===== config.mk =====
export PLATFORM = sky130hd
export DESIGN_NAME = keypad_scanner
export DESIGN_NICKNAME = d
export VERILOG_FILES = /design/src/rtl/keypad_pkg.sv /design/src/rtl/keypad_sync.sv /design/src/rtl/keypad_scanner.sv
export SDC_FILE = /design/constraint.sdc
export NUM_CORES = 1
export LEC_CHECK = 0
export CAP_MARGIN = 20
export CORE_ASPECT_RATIO = 1.4
export CORE_MARGIN = 2
export CORE_UTILIZATION = 50
export DETAILED_ROUTE_END_ITERATION = 16
export PLACE_DENSITY = 0.72
export SLEW_MARGIN = 10
export SYNTH_ARGS = -nofsm -noshare
export SYNTH_HDL_FRONTEND = slang
export SYNTH_SLANG_ARGS = --single-unit

===== constraint.sdc =====
create_clock -name CLK -period 3.21 [get_ports CLK]
set_clock_uncertainty 0.2 [all_clocks]
set_input_delay 0.321 -clock CLK [delete_from_list [all_inputs] [get_ports CLK]]
set_output_delay 0.321 -clock CLK [all_outputs]
set_load 0.01 [all_outputs]

===== src/rtl/keypad_pkg.sv =====
// Shared types and constants for the 4x4 keypad scanner.
// Latency: n/a (types, constants and a pure decode function).
// Backpressure: n/a.
package keypad_pkg;

    typedef enum logic [1:0] {
        S_SCAN,
        S_DEBOUNCE,
        S_HELD
    } ScanState;

    // Key code indexed by {row, col}; nibble 0 is row 0 / column 0.
    //   r0: 1 2 3 A   r1: 4 5 6 B   r2: 7 8 9 C   r3: E 0 F D
    localparam logic [15:0][3:0] KEY_MAP = 64'hDF0E_C987_B654_A321;

    typedef struct packed {
        logic       single;  // exactly one row pulled low
        logic       idle;    // no row pulled low
        logic [1:0] idx;     // index of the low row when single
    } row_dec_t;

    // Classify a synchronized active-low row sample.
    function automatic row_dec_t decode_row(input logic [3:0] rows);
        row_dec_t d;
        d.idle   = (rows == 4'b1111);
        d.single = 1'b1;
        d.idx    = 2'd0;
        case (rows)
            4'b1110: d.idx = 2'd0;
            4'b1101: d.idx = 2'd1;
            4'b1011: d.idx = 2'd2;
            4'b0111: d.idx = 2'd3;
            default: d.single = 1'b0;
        endcase
        return d;
    endfunction

endpackage


===== src/rtl/keypad_sync.sv =====
// Two-flop synchronizer bringing the asynchronous keypad rows into CLK.
// Latency: 2 cycles from row change to synced output.
// Backpressure: none; samples every cycle. Resets to all-ones (no key).
module keypad_sync (
    input  logic       CLK,
    input  logic       RST,
    input  logic [3:0] raw,
    output logic [3:0] synced
);

    logic [3:0] meta;

    // Two-stage capture; reset value matches the pulled-up idle rows.
    always_ff @(posedge CLK) begin
        if (RST) begin
            meta   <= 4'b1111;
            synced <= 4'b1111;
        end else begin
            meta   <= raw;
            synced <= meta;
        end
    end

endmodule


===== src/rtl/keypad_scanner.sv =====
// Scans a 4x4 keypad and emits one debounced enable strobe + digit per press.
// Latency: (DEBOUNCE_SCANS-1)*SCAN_DIV+1 cycles from first detecting tick to enable.
// Backpressure: none; the downstream block must accept each one-cycle strobe.
module keypad_scanner
    import keypad_pkg::*;
#(
    parameter int SCAN_DIV       = 4,
    parameter int DEBOUNCE_SCANS = 3
) (
    input  logic       CLK,
    input  logic       RST,
    input  logic [3:0] row,
    output logic [3:0] col,
    output logic [3:0] digit,
    output logic       enable,
    output logic       keyHeld
);

    localparam int TW = $clog2(SCAN_DIV);
    localparam int CW = $clog2(DEBOUNCE_SCANS + 1);
    localparam logic [TW-1:0] TICK_LAST = TW'(SCAN_DIV - 1);
    localparam logic [CW-1:0] CNT_DONE  = CW'(DEBOUNCE_SCANS);

    logic [3:0]    row_s;
    logic [TW-1:0] tcnt;
    logic          tick;
    ScanState      state, state_n;
    logic [1:0]    c, c_n;
    logic [3:0]    code, code_n;
    logic [CW-1:0] cnt, cnt_n, cnt_inc;
    logic [CW-1:0] rel, rel_n, rel_inc;
    logic [3:0]    digit_n;
    logic          enable_n;
    logic          key_held_n;
    row_dec_t      dec;
    logic [3:0]    sample_code;

    keypad_sync u_sync (
        .CLK    (CLK),
        .RST    (RST),
        .raw    (row),
        .synced (row_s)
    );

    assign tick        = (tcnt == TICK_LAST);
    assign col         = ~(4'b0001 << c);
    assign dec         = decode_row(row_s);
    assign sample_code = KEY_MAP[{dec.idx, c}];
    assign cnt_inc     = cnt + CW'(1);
    assign rel_inc     = rel + CW'(1);

    // Free-running sample-period counter; tick marks its last cycle.
    always_ff @(posedge CLK) begin
        if (RST || tick) begin
            tcnt <= '0;
        end else begin
            tcnt <= tcnt + TW'(1);
        end
    end

    // FSM and output registers; reset overrides any acceptance in flight.
    always_ff @(posedge CLK) begin
        if (RST) begin
            state   <= S_SCAN;
            c       <= 2'd0;
            code    <= 4'd0;
            cnt     <= '0;
            rel     <= '0;
            digit   <= 4'd0;
            enable  <= 1'b0;
            keyHeld <= 1'b0;
        end else begin
            state   <= state_n;
            c       <= c_n;
            code    <= code_n;
            cnt     <= cnt_n;
            rel     <= rel_n;
            digit   <= digit_n;
            enable  <= enable_n;
            keyHeld <= key_held_n;
        end
    end

    // Next-state: detect, debounce press, then debounce release before rescanning.
    always_comb begin
        state_n    = state;
        c_n        = c;
        code_n     = code;
        cnt_n      = cnt;
        rel_n      = rel;
        digit_n    = digit;
        enable_n   = 1'b0;
        key_held_n = keyHeld;
        if (tick) begin
            case (state)
                S_SCAN: begin
                    if (dec.single) begin
                        code_n  = sample_code;
                        cnt_n   = CW'(1);
                        state_n = S_DEBOUNCE;
                    end else begin
                        c_n = c + 2'd1;
                    end
                end
                S_DEBOUNCE: begin
                    if (dec.single && (sample_code == code)) begin
                        cnt_n = cnt_inc;
                        if (cnt_inc == CNT_DONE) begin
                            digit_n    = code;
                            enable_n   = 1'b1;
                            key_held_n = 1'b1;
                            rel_n      = '0;
                            state_n    = S_HELD;
                        end
                    end else begin
                        state_n = S_SCAN;
                        c_n     = c + 2'd1;
                    end
                end
                S_HELD: begin
                    // Any activity on the frozen column, including a second
                    // key, restarts the release count and is otherwise ignored.
                    if (dec.idle) begin
                        rel_n = rel_inc;
                        if (rel_inc == CNT_DONE) begin
                            key_held_n = 1'b0;
                            state_n    = S_SCAN;
                            c_n        = c + 2'd1;
                        end
                    end else begin
                        rel_n = '0;
                    end
                end
                default: state_n = S_SCAN;
            endcase
        end
    end

endmodule


# ---- Word level (Yosys, flattened, before mapping)
# Memories as Yosys holds them, arrays and structs flattened.
# Index checks and enable logic that the tools add are counted.
dict set report word_totals {
  reg_bits 28
  romBits 64
  inputBits 6
  wordCells 82
  mem_count 1
}
dict set report classes {
  addsub 4
  n_lt_le_gt_ge 1
  n_eq_ne 19
  n_shift 1
  mux 26
  bitwise_logic 4
  n_reduce_logical 15
}
# memory depth word_bits read_ports rd_ports_with_merged_regs wr line_no
set mem_list {}
lappend mem_list {{(name not given)} 16 4 1 0 0 keypad_scanner.sv:48} ;# assign sample_code = KEY_MAP[{dec.idx, c}];
# op count
set op_table {}
lappend op_table {{two-way mux 2 bit} 13}
lappend op_table {{case mux 2 bit (3 select lines)} 3}
lappend op_table {{equality test 4 bit, second input constant} 4}
lappend op_table {{inequality test 2 bit, second input constant} 7}
lappend op_table {{AND reduction 4 bit} 3}
lappend op_table {{AND reduction 6 bit} 2}
lappend op_table {{adder 2 x 1 -> 2 bit, second input constant} 4}
lappend op_table {{equality test 2 bit, second input constant} 4}
lappend op_table {{case mux 2 bit (2 select lines)} 2}
lappend op_table {{OR reduction 4 bit} 2}
lappend op_table {{two-way mux 1 bit} 6}
lappend op_table {{less-than comparator 4 x 5 -> 1 bit, second input constant} 1}
lappend op_table {{AND reduction 5 bit} 1}
lappend op_table {{equality test 4 x 3 -> 1 bit, second input constant} 1}
lappend op_table {{equality test 4 bit} 1}
lappend op_table {{two-way mux 4 bit} 1}
lappend op_table {{NOT 4 bit} 1}
lappend op_table {{nonzero test 2 bit} 2}
lappend op_table {{left shift 1 x 2 -> 4 bit, first input constant} 1}
lappend op_table {{inequality test 3 bit, second input constant} 1}
lappend op_table {{NOT 1 bit} 3}
lappend op_table {{AND reduction 3 bit} 1}
lappend op_table {{nonzero test 3 bit} 1}
lappend op_table {{equality test 2 x 1 -> 1 bit, second input constant} 1}
lappend op_table {{other kinds (4)} 4}

# ---- Longest topological paths before layout
# Gate-level depths: netlist (run 1).
dict set report logic_depth {
  ltp_word 8
  ltp_mapped 9
  ltp_nobuf 8
}

# ---- Cells and area by module
# Synthesis (run 1) repeated with hierarchy kept, for this count alone.
dict set report unflattened {
  cells_unflattened 186
  area_unflattened_um2 1634.1
}
# mod instances cells_per_inst area_each_um2 seq_area_each_um2
set modules_own_cells {}
lappend modules_own_cells {keypad_scanner 1 170 1423.9 400.4}
lappend modules_own_cells {keypad_sync 1 16 210.2 160.2}

# ---- Worst setup path before layout (run 1)
# Ideal clock, no wire load.
dict set report synth_timing {
  path_type {register to register}
  startpoint {register c[0]}
  endpoint {register c[0]}
  setup_time_ps 123
  arrival_ps 2291
  setup_slack_ps 596
  stages_incl_launch_ff 9
  path_buffers 0
  synth_period_minus_slack_ps 2614
  path_cell_list {dfxtp_1 -> inv_1 -> ha_1 -> nand3b_1 -> a21oi_1 -> or4_4 -> a211oi_4 -> a211oi_4 -> mux2_1}
}
dict set report synth_via {
  elab_chain_cells 6
  word_cells_on_any_way 12
}
# element line_no
set synth_rtl {}
lappend synth_rtl {{from (decl)} keypad_scanner.sv:28} ;# logic [1:0] c, c_n;
lappend synth_rtl {{from (signal assigned)} keypad_scanner.sv:74} ;# c <= c_n;
lappend synth_rtl {{memory read (16 x 4 bit)} --}
lappend synth_rtl {{two-way mux 4 bit (not written as such)} keypad_scanner.sv:48}
lappend synth_rtl {{equality test 4 bit} keypad_scanner.sv:106} ;# if (dec.single && (sample_code == code)) begin
lappend synth_rtl {{logical AND 1 bit} keypad_scanner.sv:106}
lappend synth_rtl {{inequality test 2 bit (no source line)} --}
lappend synth_rtl {{AND reduction 6 bit (no source line)} --}
# Several ways; a longest one is shown, not always the timed one. The select of a mux whose other input is x is not followed.
# A chain may end at the register's enable or synchronous reset.

# ---- Worst setup path after layout (run 1)
dict set report layout_timing {
  startpoint {register c[0]}
  endpoint {register digit[0]}
}
dict set report layout_via {
  elab_chain_cells 5
}
# element line_no
set layout_rtl {}
lappend layout_rtl {{memory read (16 x 4 bit)} --}
lappend layout_rtl {{two-way mux 4 bit (not written as such)} keypad_scanner.sv:48}
lappend layout_rtl {{equality test 4 bit} keypad_scanner.sv:106}
lappend layout_rtl {{logical AND 1 bit} keypad_scanner.sv:106}
lappend layout_rtl {{AND reduction 4 bit (no source line)} --}
lappend layout_rtl {{to (signal assigned)} keypad_scanner.sv:78} ;# digit <= digit_n;
lappend layout_rtl {{to (decl)} keypad_scanner.sv:14} ;# output logic [3:0] digit,
# Every way passes these cells. The select of a mux whose other input is x is not followed.

==> results_dict.tcl, run 1 <==
set metrics [dict create \
    drc 0 \
    setup_tns_ps 0 \
    insertion_delay_ps 280 \
    status "finished clean" \
    cp.required_ps 3180 \
    cp_data_arrival_time_ps 2830 \
    clk_pin_slew_ps 90 \
    p_int_uw 520 \
    drt_iter0_drc 55 \
    placed_cell_area_um2 1800 \
    cts_tree "done" \
    core_um2 3120 \
    diodes 0 \
    synth_area_um2 1640 \
    dr_total_vias 1332 \
    htreeDepth 1 \
    synth_top_family_by_area "simple AND/OR/NAND/NOR gates" \
    die_h_um 71.7 \
    synthCells 188 \
    hold_viol 0 \
    yosys.cell_types.count 54 \
    finalCritPeriodShare_pct 89.2 \
    cts_setup_buffers 0 \
    post_synth_mux_area_share_pct 5.65 \
    yosys_register_bits 28 \
    cap_viol_max_count 0 \
    synthDominantCellAreaShare_pct 34.2 \
    die-area_um2 3760 \
    ant_nets 0 \
    critPathLaunchType "register" \
    first_pass_iters 4 \
    yosys-top-cells-area "dfxtp_1, ha_1, mux2i_1" \
    rsz0062_at_grt "false" \
    path_max_fanout 9 \
    p_sw_uw 177 \
    final_layout_size_suffix_gt1_share_pct 10.6 \
    num_rows 24 \
    synthAdderAreaFrac_pct 8.25 \
    io-pin-count 16 \
    worst_pin_slew_ps 480 \
    worst_path_largest_cell_delay_ps 540 \
    switching_share_pct 25.5 \
    ctsHoldBuffers 0 \
    async_reset_ff_share_pct 0 \
    synth_ff_type "dfxtp_1" \
    dieWidth_um 52.4 \
    crit_slowest_cell "or4_4" \
    fin_crit_ps 2860 \
    synth.yosys.seq_area_share_pct 34.2 \
    globalplace.congestion 0.802 \
    drt_wl_total_mm 3.27 \
    numPortBuffers 15 \
    synth_common_cells "dfxtp_1, nand2_1, inv_1" \
    synth_compound_area_share_pct 18.0 \
    p_clk_share_pct 31.0 \
    viasPerCell 5.62 \
    clock_path_buffers 2 \
    endpoint_kind "register" \
    seq_power_share_pct 53.7 \
    min_path_type "register to register" \
    p_comb_share_pct 15.3 \
    syn2layout_area_growth_pct 13.1 \
    drv_slew 0 \
    synth_edf_count 0 \
    post-route-cell-area_um2 1850 \
    yosys.cell_count.top_type "dfxtp_1" \
    p_leak_nw 0.717 \
    grt_pass1_vias 1309 \
    wl_per_cell_um 13.8 \
    synth_nets 204 \
    numClockSinks 28 \
    setup_viol 0 \
    cp_cell_sequence "inv_1 -> ha_1 -> nand3b_1 -> a21oi_1 -> or4_4 -> a211oi_4 -> nand4_2 -> mux2i_1" \
    fmax_ghz 0.349 \
    grt_pass1_wl_mm 5.82 \
    fin_nets 215 \
    hpwlAfterDp_mm 2.43 \
    synth_top_cell_by_area "dfxtp_1" \
    antenna_found_initial 0 \
    crit_type "register to register" \
    cts_resized 0 \
    start_util_pct 52.4 \
    synth-simple-area-share_pct 27.5 \
    yosys_warnings 0 \
    powerDensity_nw_per_um2 376 \
    numCtsBuffers 3 \
    cts_root_buffer "clkbuf_8" \
    max-slew-margin-rel_pct 67.9 \
    syn_area_per_cell_um2 8.71 \
    vdd_drop_max_v 0.000348 \
    grt.overflow.total 0 \
    track_usage_pct 20.2 \
    grt_max_degree 25 \
    synth_xor_area_share_pct 0.535 \
]
cell type report:
cell class / count / area [µm²]
Sequential cell: 28 / 561
Timing Repair Buffer: 16 / 158
Fill cell: 284 / 1270
Tap cell: 39 / 48.8
Clock buffer: 4 / 55.1
Multi-Input combinational cell: 137 / 982
Inverter: 13 / 48.8
routing by layer:
| layer | routed length (µm) | vias up | global-route usage, % | part of all wire (%) |
|---|---|---|---|---|
| li1 | - | 687 | - | - |
| met1 | 1440 | 621 | 24.7 | 44 |
| met2 | 1680 | 19 | 35.1 | 51 |
| met3 | 86 | 5 | 1.88 | 2.6 |
| met4 | 65 | 0 | 8.55 | 2.0 |
| met5 | 0 | - | 0 | 0 |
cells by family (layout without fill, tap and decap cells):
| family | after synthesis | in the layout |
|---|---|---|
| DFF | 28 | 28 |
| xor gates and xnor gates | 1 | 1 |
| buffers and inverters | 23 | 33 |
| muxes | 9 | 9 |
| adders and majority gates | 11 | 11 |
| and+or+nand+nor | 78 | 78 |
| AOI/OAI and AO/OA | 38 | 38 |
critical path, delay by kind of cell (launching register included):
kind                       cells  cell delay [ps]
and+or+nand+nor                3              910
DFF                            1              500
muxes                          1              180
buffers and inverters          1              140
adders and majority gates      1              240
AOI/OAI and AO/OA              2              600
per-stage QoR:
step	hold slack [ps]	worst slack [ps]	power, mW	instances	util [%]
6_report	218	347	0.697	237	59.3
5_1_grt	246	200	0.734	237	59.3
4_1_cts	223	343	0.705	237	59.3
3_5_place_dp	201	354	0.488	233	57.6
3_3_place_gp	191	448	0.485	233	57.6
2_1_floorplan	189	596	0.461	188	-
final timing paths:
path,from,to,slack [ps],depth (start not counted)
hold reg to reg,u_sync.meta[1]$_SDFF_PP1_,u_sync.synced[1]$_SDFF_PP1_,220,1
hold / removal,u_sync.meta[1]$_SDFF_PP1_,u_sync.synced[1]$_SDFF_PP1_,220,1
setup / recovery,c[0]$_SDFFE_PP0P_,digit[0]$_SDFFE_PP0P_,350,8
setup reg to reg,c[0]$_SDFFE_PP0P_,digit[0]$_SDFFE_PP0P_,350,8
layout by cell type, fill, tap and decap left out, types with 2 or more instances in the layout:
cell and n:
a211oi_1 2, and4bb_1 2, nand3b_1 3, nand3_1 5
nand2_1 17, dfxtp_1 28, nand2b_1 3, or2_2 9
a21oi_1 10, or3_1 2, ha_1 10, clkbuf_8 4
clkdlybuf4s50_1 15, nor3b_1 2, a211oi_4 2, o21ai_0 4
mux2i_1 7, nor2_1 12, inv_1 13, nor3_1 7
o21a_1 3, and2_1 3, a41o_1 2, and3_1 3
state kept, by name (all words and copies together), names as in the netlist:
name	count
u_sync.synced	4
digit	4
c	2
rel	2
tcnt	2
enable	1
u_sync.meta	4
code	4
keyHeld	1
state	2
cnt	2
power groups by stage:
stage	clock [mW]	sequential (mW)	combinational (mW)
2_1_floorplan	0	0.375	0.0858
3_3_place_gp	0	0.381	0.104
3_5_place_dp	0	0.382	0.106
4_1_cts	0.223	0.374	0.107
5_1_grt	0.237	0.377	0.119
6_report	0.216	0.374	0.107
(Power assumes the default switching activity.)
==> run 2: changes to the inputs <==
--- a/config.mk
+++ b/config.mk
@@ -10,6 +10,7 @@
 export CORE_MARGIN = 2
 export CORE_UTILIZATION = 50
 export DETAILED_ROUTE_END_ITERATION = 16
+export GPL_TIMING_DRIVEN = 0
 export PLACE_DENSITY = 0.72
 export SLEW_MARGIN = 10
 export SYNTH_ARGS = -nofsm -noshare
==> run 2 against run 1 <==
Wire length up 5.1%. Largest cell class unchanged. Highest routed layer unchanged. Via count up 4.7%. Maximum frequency down 4.3%.
==> results_dict.tcl, run 2 (same netlist as run 1, synthesis figures left out) <==
set metrics [dict create \
    p_leak_nw 0.733 \
    numCtsBuffers 3 \
    rr_worst_depth 8 \
    core_um2 3120 \
    start_util_pct 52.4 \
    ctsHoldBuffers 0 \
    fin_nets 224 \
    die_h_um 71.7 \
    clk_pin_slew_ps 80 \
    drc 0 \
    grt.overflow.total 0 \
    final_layout_size_suffix_gt1_share_pct 12.1 \
    cts_tree "done" \
    grt_pass1_vias 1362 \
    vdd_drop_max_v 0.000278 \
    path_max_fanout 9 \
    finalCritPeriodShare_pct 93.2 \
    status "finished clean" \
    track_usage_pct 20.4 \
    clock_path_buffers 2 \
    ant_nets 0 \
    setup_viol 0 \
    cap_viol_max_count 0 \
    cp_data_arrival_time_ps 2960 \
    worst_pin_slew_ps 509 \
    critPathBufInv 1 \
    num_rows 24 \
    crit_family "compound AO/OA/AOI/OAI gates" \
    grt_pass1_wl_mm 5.85 \
    syn2layout_area_growth_pct 15.5 \
    powerDensity_nw_per_um2 370 \
    dr_total_vias 1395 \
    hold_ws_ps 215 \
    viasPerCell 5.67 \
    min_path_type "register to register" \
    cts_setup_buffers 0 \
    crit_type "register to register" \
    rsz0062_at_grt "false" \
    cts_resized 0 \
    num-fill-cells 289 \
    crit_slowest_cell "or4_4" \
    final_cell_mix "dfxtp_1, nand2_1, clkdlybuf4s50_1" \
    dieWidth_um 52.4 \
    cts_root_buffer "clkbuf_8" \
    fmax_ghz 0.334 \
    r2r_start "c[0]$_SDFFE_PP0P_" \
    htreeDepth 1 \
    cp_cell_sequence "inv_1 -> ha_1 -> nand3b_1 -> a21oi_1 -> or4_4 -> a211oi_4 -> nand3_1 -> a41o_1" \
    worst_path_largest_cell_delay_ps 550 \
    critPathLaunchType "register" \
    globalplace.congestion 0.790 \
    numPortBuffers 15 \
    drt_wl_total_mm 3.44 \
    r2r-end "rel[1]$_SDFFE_PP0P_" \
    final_common_cell "dfxtp_1" \
    setup.worst_path.start "c[0]$_SDFFE_PP0P_" \
    io-pin-count 16 \
    hold_viol 0 \
    hpwlAfterDp_mm 2.69 \
    numClockSinks 28 \
    drt_iter0_drc 24 \
    antenna_found_initial 0 \
    crit_end "rel[1]$_SDFFE_PP0P_" \
    insertion_delay_ps 280 \
    fin_crit_ps 2990 \
    setup_tns_ps 0 \
    drv_slew 0 \
    path_depth 8 \
    diodes 0 \
    die-area_um2 3760 \
    endpoint_kind "register" \
    cp.required_ps 3180 \
    first_pass_iters 4 \
    grt_max_degree 16 \
    max-slew-margin-rel_pct 66.0 \
    wl_per_cell_um 14.0 \
    r2r_slack_ps 220 \
]
run 2: cell types whose count changed in the layout (fill, tap and decap cells not counted), sizes merged:
cell / delta
clkbuf: +5
buf: +4
run 2: how the worst min path moves through the flow:
stage | from | endpoint | slack (ps) | depth (start not counted)
after global routing | u_sync.meta[0]$_SDFF_PP1_ | u_sync.synced[0]$_SDFF_PP1_ | 250 | 1
final | u_sync.meta[0]$_SDFF_PP1_ | u_sync.synced[0]$_SDFF_PP1_ | 210 | 1
after global placement | u_sync.meta[3]$_SDFF_PP1_ | u_sync.synced[3]$_SDFF_PP1_ | 190 | 1
after floorplan | u_sync.meta[0]$_SDFF_PP1_ | u_sync.synced[0]$_SDFF_PP1_ | 190 | 1
after CTS | u_sync.meta[0]$_SDFF_PP1_ | u_sync.synced[0]$_SDFF_PP1_ | 220 | 1
after detailed placement | u_sync.meta[0]$_SDFF_PP1_ | u_sync.synced[0]$_SDFF_PP1_ | 200 | 1
run 2: per-layer routing:
metal	GRT usage, %	part of all wire (%)
met5	0	0
met1	23.6	43
met4	8.83	1.7
met2	36.9	54
met3	1.88	1.3
run 2: worst reg2reg max path, delay by kind of cell (launching register included):
kind,cells,cell delay (ps)
flops,1,520
fa+ha+maj,1,250
compound gates,3,910
buf+inv,1,160
simple gates,3,870
run 2: area by class of cell:
type	count	area (µm²)	area share, %
plain buffers	10	46.3	2.45
clock buffers	4	55.1	2.91
inverters	13	48.8	2.58
multi-input cells	137	982	51.9
flip-flops and latches	28	561	29.6
well taps	39	48.8	2.58
repair buffers	15	150	7.94
run 2: power breakdown:
group	leakage, nW	internal [mW]	switching [mW]
logic	0.476	0.0513	0.0645
clock network	0.0288	0.110	0.105
registers	0.228	0.360	0.00942
total	0.733	0.521	0.179
run 2: through the flow:
step,worst slack [ps],area (µm²),cells,power [mW],util (%)
after global placement,330,1840,242,0.487,58.8
after global routing,63.0,1890,246,0.737,60.6
after floorplan,596,1640,188,0.461,-
final,217,1890,246,0.701,60.6
after CTS,215,1890,246,0.708,60.6
after detailed placement,218,1840,242,0.494,58.8
